File: config.mk
export PLATFORM = sky130hd
export DESIGN_NAME = csr_reg_flat
export DESIGN_NICKNAME = d
export VERILOG_FILES = /design/src/rtl/csr_reg_if.sv /design/src/rtl/csr_reg.sv /design/src/flat_wrapper.sv
export SDC_FILE = /design/constraint.sdc
export NUM_CORES = 1
export LEC_CHECK = 0
export BUFFER_PORTS_ARGS = -buffer_cell sky130_fd_sc_hd__clkbuf_2
export CAP_MARGIN = 20
export CORE_MARGIN = 2
export CORE_UTILIZATION = 52
export DETAILED_ROUTE_END_ITERATION = 8
export PLACE_DENSITY = 0.83
export SETUP_SLACK_MARGIN = 0.15
export SLEW_MARGIN = 20
export SYNTH_ARGS = -nofsm -noshare
export SYNTH_HDL_FRONTEND = slang
export SYNTH_SLANG_ARGS = --single-unit
File: constraint.sdc
create_clock -name clk -period 1.9 [get_ports clk]
set_input_delay 0.095 -clock clk [delete_from_list [all_inputs] [get_ports clk]]
set_output_delay 0.095 -clock clk [all_outputs]
set_load 0.01 [all_outputs]
File: src/rtl/csr_reg_if.sv
// csr_reg_if: CSR read/write port shared by the write-back stage (writes),
// the CSR forwarding stage (reads) and the machine-mode CSR file.
interface csr_reg_if;
  logic        w_csr_req_i;
  logic [11:0] w_csr_addr_i;
  logic [31:0] w_csr_data_i;
  logic [11:0] r_csr_addr_i;
  logic [31:0] r_csr_data_o;
  logic        r_csr_illegal_o;

  modport master (
    output w_csr_req_i, w_csr_addr_i, w_csr_data_i, r_csr_addr_i,
    input  r_csr_data_o, r_csr_illegal_o
  );

  modport slave (
    input  w_csr_req_i, w_csr_addr_i, w_csr_data_i, r_csr_addr_i,
    output r_csr_data_o, r_csr_illegal_o
  );
endinterface

File: src/rtl/csr_reg.sv
// csr_reg: machine-mode CSR file. Holds mstatus/misa/mie/mtvec/mscratch/
// mepc/mcause/mhartid, sequences trap entry and mret, and (when the macro
// CSR_COUNTER_EN is defined) the 64-bit mcycle/minstret counters with their
// read-only user shadows. Reads are combinational and show the state at the
// start of the cycle; the downstream forwarding stage covers same-cycle writes.
module csr_reg #(
  parameter logic [31:0] HART_ID   = 32'd0,
  parameter logic [31:0] MISA_VAL  = 32'h4000_0100,
  parameter logic [31:0] MTVEC_RST = 32'h0000_0000
) (
  input  logic        clk,
  input  logic        rst_n,
  csr_reg_if.slave    csr,
  input  logic        retire_i,
  input  logic        trap_req_i,
  input  logic [31:0] trap_pc_i,
  input  logic [31:0] trap_cause_i,
  input  logic        mret_i,
  output logic [31:0] mtvec_o,
  output logic [31:0] mepc_o,
  output logic        global_ie_o
);
  localparam logic [11:0] A_MSTATUS   = 12'h300;
  localparam logic [11:0] A_MISA      = 12'h301;
  localparam logic [11:0] A_MIE       = 12'h304;
  localparam logic [11:0] A_MTVEC     = 12'h305;
  localparam logic [11:0] A_MSCRATCH  = 12'h340;
  localparam logic [11:0] A_MEPC      = 12'h341;
  localparam logic [11:0] A_MCAUSE    = 12'h342;
  localparam logic [11:0] A_MCYCLE    = 12'hB00;
  localparam logic [11:0] A_MCYCLEH   = 12'hB80;
  localparam logic [11:0] A_MINSTRET  = 12'hB02;
  localparam logic [11:0] A_MINSTRETH = 12'hB82;
  localparam logic [11:0] A_CYCLE     = 12'hC00;
  localparam logic [11:0] A_CYCLEH    = 12'hC80;
  localparam logic [11:0] A_INSTRET   = 12'hC02;
  localparam logic [11:0] A_INSTRETH  = 12'hC82;
  localparam logic [11:0] A_MHARTID   = 12'hF14;

  logic        wr_en;
  logic [11:0] wr_addr;
  logic [31:0] wr_data;
  logic        trap_owns;
  logic        status_mie;
  logic        status_mpie;
  logic [31:0] mie_q;
  logic [31:0] mtvec_q;
  logic [31:0] mscratch_q;
  logic [31:0] mepc_q;
  logic [31:0] mcause_q;
  logic [31:0] rd_data;
  logic        rd_illegal;

  assign wr_en   = csr.w_csr_req_i;
  assign wr_addr = csr.w_csr_addr_i;
  assign wr_data = csr.w_csr_data_i;

  // A trap or mret cycle owns mstatus/mepc/mcause; software writes to them are dropped
  assign trap_owns = trap_req_i | mret_i;

  // Architectural CSR state: reset, trap entry, mret, then software writes
  always_ff @(posedge clk) begin
    if (!rst_n) begin
      status_mie  <= 1'b0;
      status_mpie <= 1'b0;
      mie_q       <= 32'd0;
      mtvec_q     <= MTVEC_RST;
      mscratch_q  <= 32'd0;
      mepc_q      <= 32'd0;
      mcause_q    <= 32'd0;
    end else begin
      if (wr_en && wr_addr == A_MIE)      mie_q      <= wr_data;
      if (wr_en && wr_addr == A_MTVEC)    mtvec_q    <= {wr_data[31:2], 2'b00};
      if (wr_en && wr_addr == A_MSCRATCH) mscratch_q <= wr_data;
      if (trap_req_i) begin
        mepc_q      <= {trap_pc_i[31:2], 2'b00};
        mcause_q    <= trap_cause_i;
        status_mpie <= status_mie;
        status_mie  <= 1'b0;
      end else if (mret_i) begin
        status_mie  <= status_mpie;
        status_mpie <= 1'b1;
      end else if (wr_en && !trap_owns) begin
        case (wr_addr)
          A_MSTATUS: begin
            status_mie  <= wr_data[3];
            status_mpie <= wr_data[7];
          end
          A_MEPC:   mepc_q   <= {wr_data[31:2], 2'b00};
          A_MCAUSE: mcause_q <= wr_data;
          default:  ;
        endcase
      end
    end
  end

`ifdef CSR_COUNTER_EN
  logic [63:0] mcycle_q;
  logic [63:0] minstret_q;
  logic [63:0] mcycle_nxt;
  logic [63:0] minstret_nxt;

  // Full 64-bit increment first so the carry crosses halves in one cycle; a written half then overrides its own bits
  always_comb begin
    mcycle_nxt   = mcycle_q + 64'd1;
    minstret_nxt = minstret_q + {63'd0, retire_i};
    if (wr_en) begin
      case (wr_addr)
        A_MCYCLE:    mcycle_nxt[31:0]    = wr_data;
        A_MCYCLEH:   mcycle_nxt[63:32]   = wr_data;
        A_MINSTRET:  minstret_nxt[31:0]  = wr_data;
        A_MINSTRETH: minstret_nxt[63:32] = wr_data;
        default:     ;
      endcase
    end
  end

  // Counter registers
  always_ff @(posedge clk) begin
    if (!rst_n) begin
      mcycle_q   <= 64'd0;
      minstret_q <= 64'd0;
    end else begin
      mcycle_q   <= mcycle_nxt;
      minstret_q <= minstret_nxt;
    end
  end
`else
  logic unused_retire;
  assign unused_retire = retire_i;
`endif

  // Combinational read mux; unmapped addresses read 0 and flag illegal
  always_comb begin
    rd_data    = 32'd0;
    rd_illegal = 1'b0;
    case (csr.r_csr_addr_i)
      A_MSTATUS:  rd_data = {24'd0, status_mpie, 3'd0, status_mie, 3'd0};
      A_MISA:     rd_data = MISA_VAL;
      A_MIE:      rd_data = mie_q;
      A_MTVEC:    rd_data = mtvec_q;
      A_MSCRATCH: rd_data = mscratch_q;
      A_MEPC:     rd_data = mepc_q;
      A_MCAUSE:   rd_data = mcause_q;
      A_MHARTID:  rd_data = HART_ID;
`ifdef CSR_COUNTER_EN
      A_MCYCLE,    A_CYCLE:    rd_data = mcycle_q[31:0];
      A_MCYCLEH,   A_CYCLEH:   rd_data = mcycle_q[63:32];
      A_MINSTRET,  A_INSTRET:  rd_data = minstret_q[31:0];
      A_MINSTRETH, A_INSTRETH: rd_data = minstret_q[63:32];
`else
      A_MCYCLE, A_MCYCLEH, A_MINSTRET, A_MINSTRETH,
      A_CYCLE, A_CYCLEH, A_INSTRET, A_INSTRETH: rd_data = 32'd0;
`endif
      default: rd_illegal = 1'b1;
    endcase
  end

  assign csr.r_csr_data_o    = rd_data;
  assign csr.r_csr_illegal_o = rd_illegal;
  assign mtvec_o             = mtvec_q;
  assign mepc_o              = mepc_q;
  assign global_ie_o         = status_mie;
endmodule

File: src/flat_wrapper.sv
// flat-port wrapper written by rule: the top's interface ports become plain ports
module csr_reg_flat 
#(
  parameter logic [31:0] HART_ID   = 32'd0,
  parameter logic [31:0] MISA_VAL  = 32'h4000_0100,
  parameter logic [31:0] MTVEC_RST = 32'h0000_0000
)
  (clk, rst_n, retire_i, trap_req_i, trap_pc_i, trap_cause_i, mret_i, mtvec_o, mepc_o, global_ie_o, csr_w_csr_req_i, csr_w_csr_addr_i, csr_w_csr_data_i, csr_r_csr_addr_i, csr_r_csr_data_o, csr_r_csr_illegal_o);
  csr_reg_if csr_i ();
  input  logic clk;
  input  logic rst_n;
  input  logic retire_i;
  input  logic trap_req_i;
  input  logic [31:0] trap_pc_i;
  input  logic [31:0] trap_cause_i;
  input  logic mret_i;
  output logic [31:0] mtvec_o;
  output logic [31:0] mepc_o;
  output logic global_ie_o;
  input wire logic [$bits(csr_i.w_csr_req_i)-1:0] csr_w_csr_req_i;
  input wire logic [$bits(csr_i.w_csr_addr_i)-1:0] csr_w_csr_addr_i;
  input wire logic [$bits(csr_i.w_csr_data_i)-1:0] csr_w_csr_data_i;
  input wire logic [$bits(csr_i.r_csr_addr_i)-1:0] csr_r_csr_addr_i;
  output wire logic [$bits(csr_i.r_csr_data_o)-1:0] csr_r_csr_data_o;
  output wire logic [$bits(csr_i.r_csr_illegal_o)-1:0] csr_r_csr_illegal_o;
  assign csr_i.w_csr_req_i = csr_w_csr_req_i;
  assign csr_i.w_csr_addr_i = csr_w_csr_addr_i;
  assign csr_i.w_csr_data_i = csr_w_csr_data_i;
  assign csr_i.r_csr_addr_i = csr_r_csr_addr_i;
  assign csr_r_csr_data_o = csr_i.r_csr_data_o;
  assign csr_r_csr_illegal_o = csr_i.r_csr_illegal_o;
  csr_reg #(.HART_ID(HART_ID), .MISA_VAL(MISA_VAL), .MTVEC_RST(MTVEC_RST)) u_core (.clk(clk), .rst_n(rst_n), .csr(csr_i), .retire_i(retire_i), .trap_req_i(trap_req_i), .trap_pc_i(trap_pc_i), .trap_cause_i(trap_cause_i), .mret_i(mret_i), .mtvec_o(mtvec_o), .mepc_o(mepc_o), .global_ie_o(global_ie_o));
endmodule
==> metrics.cfg, run 1 <==
[setup_path]
critPathLaunchType=input pin
worst-path-buf-inv=3
end_kind=output pin
required_ns=1.80
crit_type=in2out
r2r_start=u_core.mepc_o[13]
critPathLaunch=csr_r_csr_addr_i[4]
cp_max_fo=15
path_cells=buf_6 > or4_4 > or3_4 > buf_12 > o22ai_2 > a21o_1 > buf_2
cp_slowest_cell=or4_4
max_stage_delay_ns=0.55
worstPathArrival_ns=1.81
worst_path_dominant_cell_family=simple AND/OR/NAND/NOR gates

[grt]
antenna_found_initial=0
grt_pass1_wl_mm=40.9
grt_usage_pct=32.0
grt_pass1_vias=8211
grt-ovfl-total=0
grt_max_degree=77

[floorplan]
placementRows=44
initial_core_util_pct=53.3
chipHeight_um=126
die_w_um=126
dieArea_um2=15900
coreArea_um2=14500
pin_count=224

[routing]
via_per_inst=6.05
first_iter_violations=786
drc=0
wl_per_cell_um=19.4
postRouteAntennaNets=0
drt_first_pass_iters=8
drt-total-wl_mm=26.8
vias=8353

[layout]
area_growth_syn_to_layout_pct=37.1
finalNonFillerCells=1380
final_area_um2=10600
fill_cells=1039
antenna_cells=0
drive_gt1_share_pct=26.2
fin_nets=1310

[clocking]
htree_levels=4
cts_made_buffers=17
clock_path_buffers=2
root_buffer=clkbuf_16
clock_latency_ns=0.42
cts_tree=yes
cts_sinks=158
clk_pin_slew_ns=0.06
cts_setup_buffers=0

[power]
clkPwrFrac_pct=45.4
power_frac_seq_pct=43.2
ir_drop_v=0.000862
power_leakage_nw=4.62
combPwrFrac_pct=11.4
power.internal_mw=6.16
finalPower_mw=8.04
p_switching_mw=1.88
powerDensity_nw_per_um2=757
sw_frac_of_total_pct=23.4

[logic_synthesis]
yosysTopAreaCellShare_pct=40.8
yosysMostFrequentCell=nand2_1
yosysUniqueCellTypes=49
netlist_area_um2=7750
synth_ff_type=dfxtp_1
synth.area.top_cells=dfxtp_1, mux2i_1, nand2_1
netlist_instances=919
ys_ff_latch=158
seq_area_frac_synth_pct=40.8
yosysWarningCount=0
ys_async_sr_fraction_pct=0
synthTopCellsByCount=nand2_1, dfxtp_1, mux2i_1, o21ai_0, clkbuf_1
synth_edf_count=0
yosysTopAreaCell=dfxtp_1
syn_avg_cell_area_um2=8.43

[timing]
period_needed_ns=1.91
holdWs_ns=-0.00489
fin_skew_ns=0.000159
rsz0062_at_grt=true
relSlewSlack_pct=58.4
hold_viol=1
worst_pin_slew_ns=0.623
fmax_mhz=524
setup_ws_ns=-0.00847
slew_violations=0
finalSetupViolCount=2
tns_ns=-0.0144
post-route-period-util_pct=100

[worst_hold_path]
hold_path_class=in2reg
hp-start=trap_cause_i[2]

[placed_design]
io_buffers=216
routabilityCongestion=0.867
placed_cells=1274
placed_cell_area_um2=9120
dp_hpwl_mm=15.8

[outcome]
outcome=complete, but fails checks
violations=hold timing, setup timing

[flow_run]
maxCapViolCount=0

-- worst min-delay path, cell delays in order --
cell	delay, ns
clkbuf_2	0.08
o21ai_0	0.14
a211oi_1	0.06
-- cell type report --
| cell class | count | area [um2] | share of cell area (%) |
|---|---|---|---|
| sequential | 158 | 3160 | 29.8 |
| clock buffer | 25 | 495 | 4.66 |
| clock inverter | 6 | 130 | 1.22 |
| multi-input combinational | 669 | 4300 | 40.5 |
| inverter | 6 | 22.5 | 0.212 |
| timing repair buffer | 332 | 2280 | 21.5 |
| tap | 184 | 230 | 2.17 |
-- state kept, by name, summed over array words and instances (netlist names) --
register / cells
u_core.status_mpie: 1
u_core.mtvec_o: 30
u_core.mscratch_q: 32
u_core.global_ie_o: 1
u_core.mie_q: 32
u_core.mcause_q: 32
u_core.mepc_o: 30
-- cells by family (layout without fill, tap and decap cells) --
| logic type | count (synthesis) | count (layout) | share of synthesized area (%) |
|---|---|---|---|
| compound gates | 254 | 254 | 22.2 |
| simple gates | 314 | 314 | 19.2 |
| other cells | 1 | 4 | 0.0484 |
| buf+inv | 95 | 369 | 5.21 |
| flops | 158 | 158 | 40.8 |
| mux | 97 | 97 | 12.5 |
-- what timing repair did --
| item | CTS | global route |
|---|---|---|
| endpoints found under the hold margin | 136 | 0 |
| hold buffers | 75 | 0 |
| gates resized for setup | 3 | 35 |
| pin swaps | 1 | 2 |
| endpoints found under the setup margin | 30 | 33 |
-- metal layers --
layer	up-vias	share of wire [%]	global-route usage, %	routed length (um)
met5	-	0	0	0
met4	0	3.8	14.4	1010
met3	104	8.4	7.31	2240
met2	508	49	56.7	13200
met1	3884	39	36.8	10300
li1	3857	-	-	-
-- power groups by stage --
stage                     combinational (mW)  sequential [mW]  clock (mW)
after floorplan                        0.397             3.55           0
after global placement                 0.728             3.54           0
after detailed placement               0.741             3.54           0
after CTS                              0.870             3.47        3.67
after global routing                   0.982             3.48        3.81
final                                  0.914             3.48        3.65
-- final timing paths --
| path | to | slack (ns) | cells after the start |
|---|---|---|---|
| min reg2reg | u_core.mscratch_q[3] | 0.46 | 2 |
| max reg2reg | u_core.mepc_o[13] | 1.11 | 2 |
| min | u_core.mcause_q[2] | -0.005 | 3 |
| max | csr_r_csr_data_o[17] | -0.008 | 7 |
-- cell usage in the layout, fill, tap and decap left out, drive strengths merged, types with 4 or more instances in the layout --
cell type,instances
mux2i,97
a22oi,26
a21boi,32
dfxtp,158
dlygate4sd3,75
nand2,167
nor3,65
nor2,35
a21o,26
nand3,6
conb,4
o22ai,26
nor3b,6
nand4,5
bufinv,4
inv,6
nor4,6
a211oi,60
buf,60
clkbuf,222
o21ai,67
-- stage by stage --
step	setup WS (ns)	utilization, %
2_1_floorplan	0.163	-
3_3_place_gp	0.0357	62.8
3_5_place_dp	0.0286	62.8
4_1_cts	0.0385	72.4
5_1_grt	-0.0168	73.1
6_report	-0.00847	73.1
(Power assumes the default switching activity.)
==> run 2, diff against run 1 <==
--- a/config.mk
+++ b/config.mk
@@ -8,9 +8,10 @@
 export BUFFER_PORTS_ARGS = -buffer_cell sky130_fd_sc_hd__clkbuf_2
 export CAP_MARGIN = 20
 export CORE_MARGIN = 2
-export CORE_UTILIZATION = 52
+export CORE_UTILIZATION = 55
 export DETAILED_ROUTE_END_ITERATION = 8
-export PLACE_DENSITY = 0.83
+export PLACE_DENSITY = 0.84
+export REMOVE_ABC_BUFFERS = 1
 export SETUP_SLACK_MARGIN = 0.15
 export SLEW_MARGIN = 20
 export SYNTH_ARGS = -nofsm -noshare
==> constraint.sdc (replaced) <==
create_clock -name clk -period 2.3 [get_ports clk]
set_input_delay 0.115 -clock clk [delete_from_list [all_inputs] [get_ports clk]]
set_output_delay 0.115 -clock clk [all_outputs]
set_load 0.01 [all_outputs]
==> run 2 against run 1 <==
Compared with the run above: the run now ends clean; die area decreased by 5.3%; non-clock buffer count decreased by 39; largest power group unchanged; cell area decreased by 4.6%; setup slack improved by 0.21 ns; largest cell class unchanged.
==> metrics.cfg, run 2 (same netlist as run 1, synthesis figures left out) <==
[outcome]
outcome=completed  ; was complete, but fails checks

[clocking]
clock_latency_ns=0.41  ; was 0.42 ns
root_buffer=clkbuf_16  ; unchanged
cts.repair.resized=0  ; was 3
cts_sinks=158  ; unchanged
cts_tree=yes  ; unchanged
htree_levels=4  ; unchanged
cts_made_buffers=17  ; unchanged
clk_pin_slew_ns=0.06  ; about the same
clock_path_buffers=2  ; unchanged

[timing]
fmax_mhz=477
slew_violations=0  ; unchanged
worst_pin_slew_ns=0.624  ; was 0.623 ns
rsz0062_at_grt=false  ; was true
post-route-period-util_pct=91.1
relSlewSlack_pct=58.1  ; was 58.4%
hold_viol=0  ; was 1
holdWs_ns=0.0111  ; was -0.00489 ns
period_needed_ns=2.10
finalSetupViolCount=0  ; was 2
fin_skew_ns=0.000448  ; was 0.000159 ns
setup_ws_ns=0.204  ; was -0.00847 ns

[placed_design]
dp_hpwl_mm=14.6  ; was 15.8 mm
place_ws_ns=0.188  ; was 0.0286 ns
io_buffers=216  ; unchanged
placed_cell_area_um2=8970  ; was 9120 um2
routabilityCongestion=0.873  ; was 0.867

[power]
ir_drop_v=0.000516  ; was 0.000862 V
finalPower_mw=6.44  ; was 8.04 mW
power_leakage_nw=4.41  ; was 4.62 nW
powerDensity_nw_per_um2=635  ; was 757 nW/um2

[grt]
met2_usage_pct=52.5  ; was 56.7%
grt_util_met3_pct=6.97  ; was 7.31%
antenna_found_initial=0  ; unchanged
grt_busiest_layer=met2  ; unchanged
grt-ovfl-total=0  ; unchanged
use_met1_pct=38.5  ; was 36.8%
grt_max_degree=86  ; was 77
grt_usage_pct=31.5  ; was 32.0%
grt_pass1_vias=7590  ; was 8211
grt_pass1_wl_mm=37.3  ; was 40.9 mm

[routing]
drc=0  ; unchanged
vias=8037  ; was 8353
first_iter_violations=840  ; was 786
wl_per_cell_um=18.0  ; was 19.4 um
drt-total-wl_mm=24.1  ; was 26.8 mm
via_per_inst=6.01  ; was 6.05
postRouteAntennaNets=0  ; unchanged
drt_first_pass_iters=8  ; unchanged

[setup_path]
reg2regPathDepth=2  ; unchanged
rrSetupSlack_ns=1.48  ; was 1.11 ns
required_ns=2.18  ; was 1.80 ns
r2r_start=u_core.mepc_o[21]  ; was u_core.mepc_o[13]
critPathLaunchType=input pin  ; unchanged
worstPathArrival_ns=1.98  ; was 1.81 ns
r2r_end=u_core.mepc_o[21]  ; was u_core.mepc_o[13]
end_kind=output pin  ; unchanged
cp_max_fo=10  ; was 15
crit_type=in2out  ; unchanged

[flow_run]
maxCapViolCount=0  ; unchanged

[worst_hold_path]
hold_path_class=in2reg  ; unchanged
hold_depth=3  ; unchanged
hp-start=trap_cause_i[2]  ; unchanged
hold_end=u_core.mcause_q[2]  ; unchanged

[floorplan]
initial_core_util_pct=56.1  ; was 53.3%
dieArea_um2=15100  ; was 15900 um2
pin_count=224  ; unchanged
die_w_um=123  ; was 126 um
chipHeight_um=123  ; was 126 um
coreArea_um2=13800  ; was 14500 um2
placementRows=43  ; was 44

[layout]
final_cell_mix=clkbuf_2, nand2_1, dfxtp_1, mux2i_1, o21ai_0  ; was clkbuf_2, nand2_1, dfxtp_1, mux2i_1, dlygate4sd3_1
final_area_um2=10100  ; was 10600 um2
reg_top3=u_core.mcause_q x32, u_core.mie_q x32, u_core.mscratch_q x32  ; unchanged
drive_gt1_share_pct=24.5  ; was 26.2%
area_growth_syn_to_layout_pct=30.8  ; was 37.1%
final_util_pct=73.3  ; was 73.1%
layout.cells.most_common=clkbuf_2  ; unchanged
antenna_cells=0  ; unchanged
fin_nets=1271  ; was 1310

==> run 2: routing by layer <==
metal | part of all wire, % | wire [um] | up-vias
met1 | 41 | 9920 | 3745
met5 | 0 | 0 | -
li1 | - | - | 3779
met2 | 47 | 11400 | 430
met3 | 8.2 | 1970 | 83
met4 | 3.3 | 792 | 0
==> run 2: cell type report <==
type	instances	area [um2]
fill	1018	3690
tap	180	225
clock inverter	10	136
sequential	158	3160
timing repair buffer	293	1910
multi-input combinational	669	4210
inverter	6	22.5
clock buffer	22	474
==> run 2: per-stage QoR <==
step	cells	TNS (ns)
global route	1338	0
global placement	1250	0
floorplan	833	-23.52
finish	1338	0
CTS	1335	0
detailed placement	1250	0
==> run 2: power by group <==
group          leakage (nW)  internal (mW)  switching (mW)
Combinational          2.83          0.312           0.374
Sequential             1.29           2.82          0.0514
Clock                 0.292           1.79            1.10
Total                  4.41           4.92            1.52
==> run 2: worst max path at each step <==
| stage | start | to | slack, ns | cells after the start |
|---|---|---|---|---|
| after floorplan | csr_w_csr_addr_i[5] | u_core.mcause_q[0] | -0.42 | 4 |
| after global placement | csr_r_csr_addr_i[4] | csr_r_csr_data_o[29] | 0.24 | 7 |
| after detailed placement | csr_r_csr_addr_i[4] | csr_r_csr_data_o[4] | 0.19 | 7 |
| after CTS | csr_r_csr_addr_i[4] | csr_r_csr_data_o[4] | 0.18 | 7 |
| after global routing | csr_r_csr_addr_i[4] | csr_r_csr_data_o[4] | 0.16 | 7 |
| final | csr_r_csr_addr_i[4] | csr_r_csr_data_o[1] | 0.20 | 5 |
==> run 2: timing repair <==
action                                  in CTS  in global routing
endpoints found under the setup margin       0                 16
hold endpoints to repair                   101                  0
hold buffers                                53                  0
setup buffers                                0                  3
==> run 2: critical path: stages <==
cell      delay, ns
clkbuf_2       0.11
or4_4          0.59
or3_4          0.48
o32ai_1        0.46
clkbuf_2       0.21
==> run 3, diff against run 2 <==
--- a/config.mk
+++ b/config.mk
@@ -7,6 +7,7 @@
 export LEC_CHECK = 0
 export BUFFER_PORTS_ARGS = -buffer_cell sky130_fd_sc_hd__clkbuf_2
 export CAP_MARGIN = 20
+export CORE_ASPECT_RATIO = 1.75
 export CORE_MARGIN = 2
 export CORE_UTILIZATION = 55
 export DETAILED_ROUTE_END_ITERATION = 8
==> run 3 against run 2 <==
Compared with the run above: die area increased by 0.25%; setup slack improved by 0.0064 ns; sequential cell count unchanged; cell area decreased by 0.35%; critical path type unchanged; hold slack got worse by 0.0073 ns; clock skew increased by 0.0011 ns.
==> metrics.cfg, run 3 (same netlist as run 1, synthesis figures left out) <==
[setup_path]
worst_path_dominant_cell_family=simple AND/OR/NAND/NOR gates  ; unchanged
path_cells=clkbuf_2 > or4_4 > or3_4 > o32ai_1 > clkbuf_2  ; unchanged
critPathLaunchType=input pin  ; unchanged
critPathLaunch=csr_r_csr_addr_i[4]  ; unchanged
required_ns=2.18  ; about the same
r2r_start=u_core.mepc_o[20]  ; was u_core.mepc_o[21]
critPathMostFrequentCell=clkbuf_2  ; unchanged
worst-path-buf-inv=2  ; unchanged
end_kind=output pin  ; unchanged
crit_type=in2out  ; unchanged
reg2regPathDepth=2  ; unchanged
max_stage_delay_ns=0.60  ; was 0.59 ns
cp_max_fo=29  ; was 10
worstPathArrival_ns=1.97  ; was 1.98 ns
r2r_end=u_core.mepc_o[20]  ; was u_core.mepc_o[21]
rrSetupSlack_ns=1.48  ; about the same
cp_slowest_cell=or3_4  ; was or4_4

[timing]
hold_viol=0  ; unchanged
finalSetupViolCount=0  ; unchanged
tns_ns=0  ; unchanged
setup_ws_ns=0.211  ; was 0.204 ns
relSlewSlack_pct=31.0  ; was 58.1%
rsz0062_at_grt=true  ; was false
period_needed_ns=2.09  ; was 2.10 ns
holdWs_ns=0.00373  ; was 0.0111 ns
fmax_mhz=479  ; was 477 MHz
worst_pin_slew_ns=1.04  ; was 0.624 ns
post-route-period-util_pct=90.8  ; was 91.1%
slew_violations=0  ; unchanged
fin_skew_ns=0.00150  ; was 0.000448 ns

[layout]
multi_input_area_um2=4200  ; was 4210 um2
antenna_cells=0  ; unchanged
layout.cells.most_common=clkbuf_2  ; unchanged
fin_nets=1269  ; was 1271
drive_gt1_share_pct=24.3  ; was 24.5%
finalNonFillerCells=1331  ; was 1338
reg_top3=u_core.mcause_q x32, u_core.mie_q x32, u_core.mscratch_q x32  ; unchanged
seqCellArea_um2=3160  ; unchanged
final_area_um2=10100  ; about the same
final_util_pct=73.0  ; was 73.3%
area_growth_syn_to_layout_pct=30.3  ; was 30.8%
fill_cells=1060  ; was 1018
final_cell_mix=clkbuf_2, nand2_1, dfxtp_1, mux2i_1, o21ai_0  ; unchanged

[floorplan]
coreArea_um2=13800  ; about the same
chipHeight_um=161  ; was 123 um
pin_count=224  ; unchanged
dieArea_um2=15100  ; about the same
die_w_um=93.7  ; was 123 um
placementRows=57  ; was 43
initial_core_util_pct=56.0  ; was 56.1%

[placed_design]
placed_cells=1248  ; was 1250
placed_cell_area_um2=8960  ; was 8970 um2
place_ws_ns=0.226  ; was 0.188 ns
io_buffers=216  ; unchanged
dp_hpwl_mm=15.3  ; was 14.6 mm
routabilityCongestion=0.833  ; was 0.873

[routing]
first_iter_violations=660  ; was 840
drt-total-wl_mm=24.9  ; was 24.1 mm
wl_per_cell_um=18.7  ; was 18.0 um
via_per_inst=6.13  ; was 6.01
vias=8156  ; was 8037
postRouteAntennaNets=0  ; unchanged
drc=0  ; unchanged
drt_first_pass_iters=5  ; was 8

[clocking]
clock_latency_ns=0.43  ; was 0.41 ns
htree_levels=4  ; unchanged
clock_path_buffers=2  ; unchanged
cts_sinks=158  ; unchanged
cts_made_buffers=17  ; unchanged
clk_pin_slew_ns=0.07  ; was 0.06 ns
cts_tree=yes  ; unchanged
cts.repair.resized=0  ; unchanged
root_buffer=clkbuf_16  ; unchanged

[power]
power.internal_mw=4.96  ; was 4.92 mW
ir_drop_v=0.000474  ; was 0.000516 V
combPwrFrac_pct=10.6  ; about the same
power_frac_seq_pct=44.2  ; was 44.5%
power_leakage_nw=4.38  ; was 4.41 nW
finalPower_mw=6.49  ; was 6.44 mW
powerDensity_nw_per_um2=642  ; was 635 nW/um2
sw_frac_of_total_pct=23.6  ; was 23.7%
clkPwrFrac_pct=45.2  ; was 44.9%
p_switching_mw=1.53  ; was 1.52 mW

[worst_hold_path]
hold_depth=3  ; unchanged
hold_end=u_core.mepc_o[8]  ; was u_core.mcause_q[2]
hp-start=trap_pc_i[8]  ; was trap_cause_i[2]
hold_path_class=in2reg  ; unchanged

[grt]
grt-ovfl-total=0  ; unchanged
antenna_found_initial=0  ; unchanged
grt_usage_pct=33.0  ; was 31.5%
grt_max_degree=95  ; was 86
grt_pass1_vias=8201  ; was 7590
grt_pass1_wl_mm=39.6  ; was 37.3 mm

[flow_run]
maxCapViolCount=0  ; unchanged

[outcome]
outcome=completed  ; unchanged

## run 3: cell count changes in the layout (fill, tap and decap cells not counted)
cell,change
clkbuf_8,-2
clkinv_2,-2
buf_12,-1
buf_4,-1
bufinv_16,+1
clkinv_4,+1
nor2b_2,+1
nor2b_4,-1
## run 3: power groups by stage
stage	clock (mW)	combinational, mW	sequential (mW)
CTS	2.94	0.671	2.86
global placement	0	0.582	2.92
global route	3.05	0.750	2.87
detailed placement	0	0.595	2.92
finish	2.93	0.691	2.87
floorplan	0	0.242	2.93
## run 3: per-layer routing
metal,vias up,global-route usage (%),share of wire (%)
li1,3762,-,-
met1,3820,35.9,37
met2,442,56.6,50
met3,132,6.53,6.4
met4,0,22.3,6.2
met5,-,0,0
## run 3: layout make-up
| type | instances | share of cell area (%) |
|---|---|---|
| multi-input cells | 669 | 41.6 |
| flip-flops and latches | 158 | 31.3 |
| repair buffers | 291 | 18.6 |
| clock buffers | 20 | 4.42 |
| well taps | 177 | 2.19 |
| clock inverters | 10 | 1.63 |
| inverters | 6 | 0.223 |
## run 3: worst reg2reg max path, cell delays in order, from the launching register on
cell and delay, ns:
dfxtp_1 0.34, nor3_1 0.27, a211oi_1 0.08
## run 3: how the worst max path moves through the flow
stage                     endpoint  slack [ns]  cells past startpoint
2_1_floorplan   u_core.mcause_q[0]       -0.42                      4
4_1_cts        csr_r_csr_data_o[1]        0.22                      5
5_1_grt        csr_r_csr_data_o[1]        0.15                      5
3_3_place_gp   csr_r_csr_data_o[0]        0.25                      5
6_report       csr_r_csr_data_o[0]        0.21                      5
3_5_place_dp   csr_r_csr_data_o[0]        0.23                      5
## run 3: what timing repair did
item	CTS	global route
endpoints found under the setup margin	0	1
hold endpoints to repair	100	0
setup buffers	0	0
hold buffers	53	0
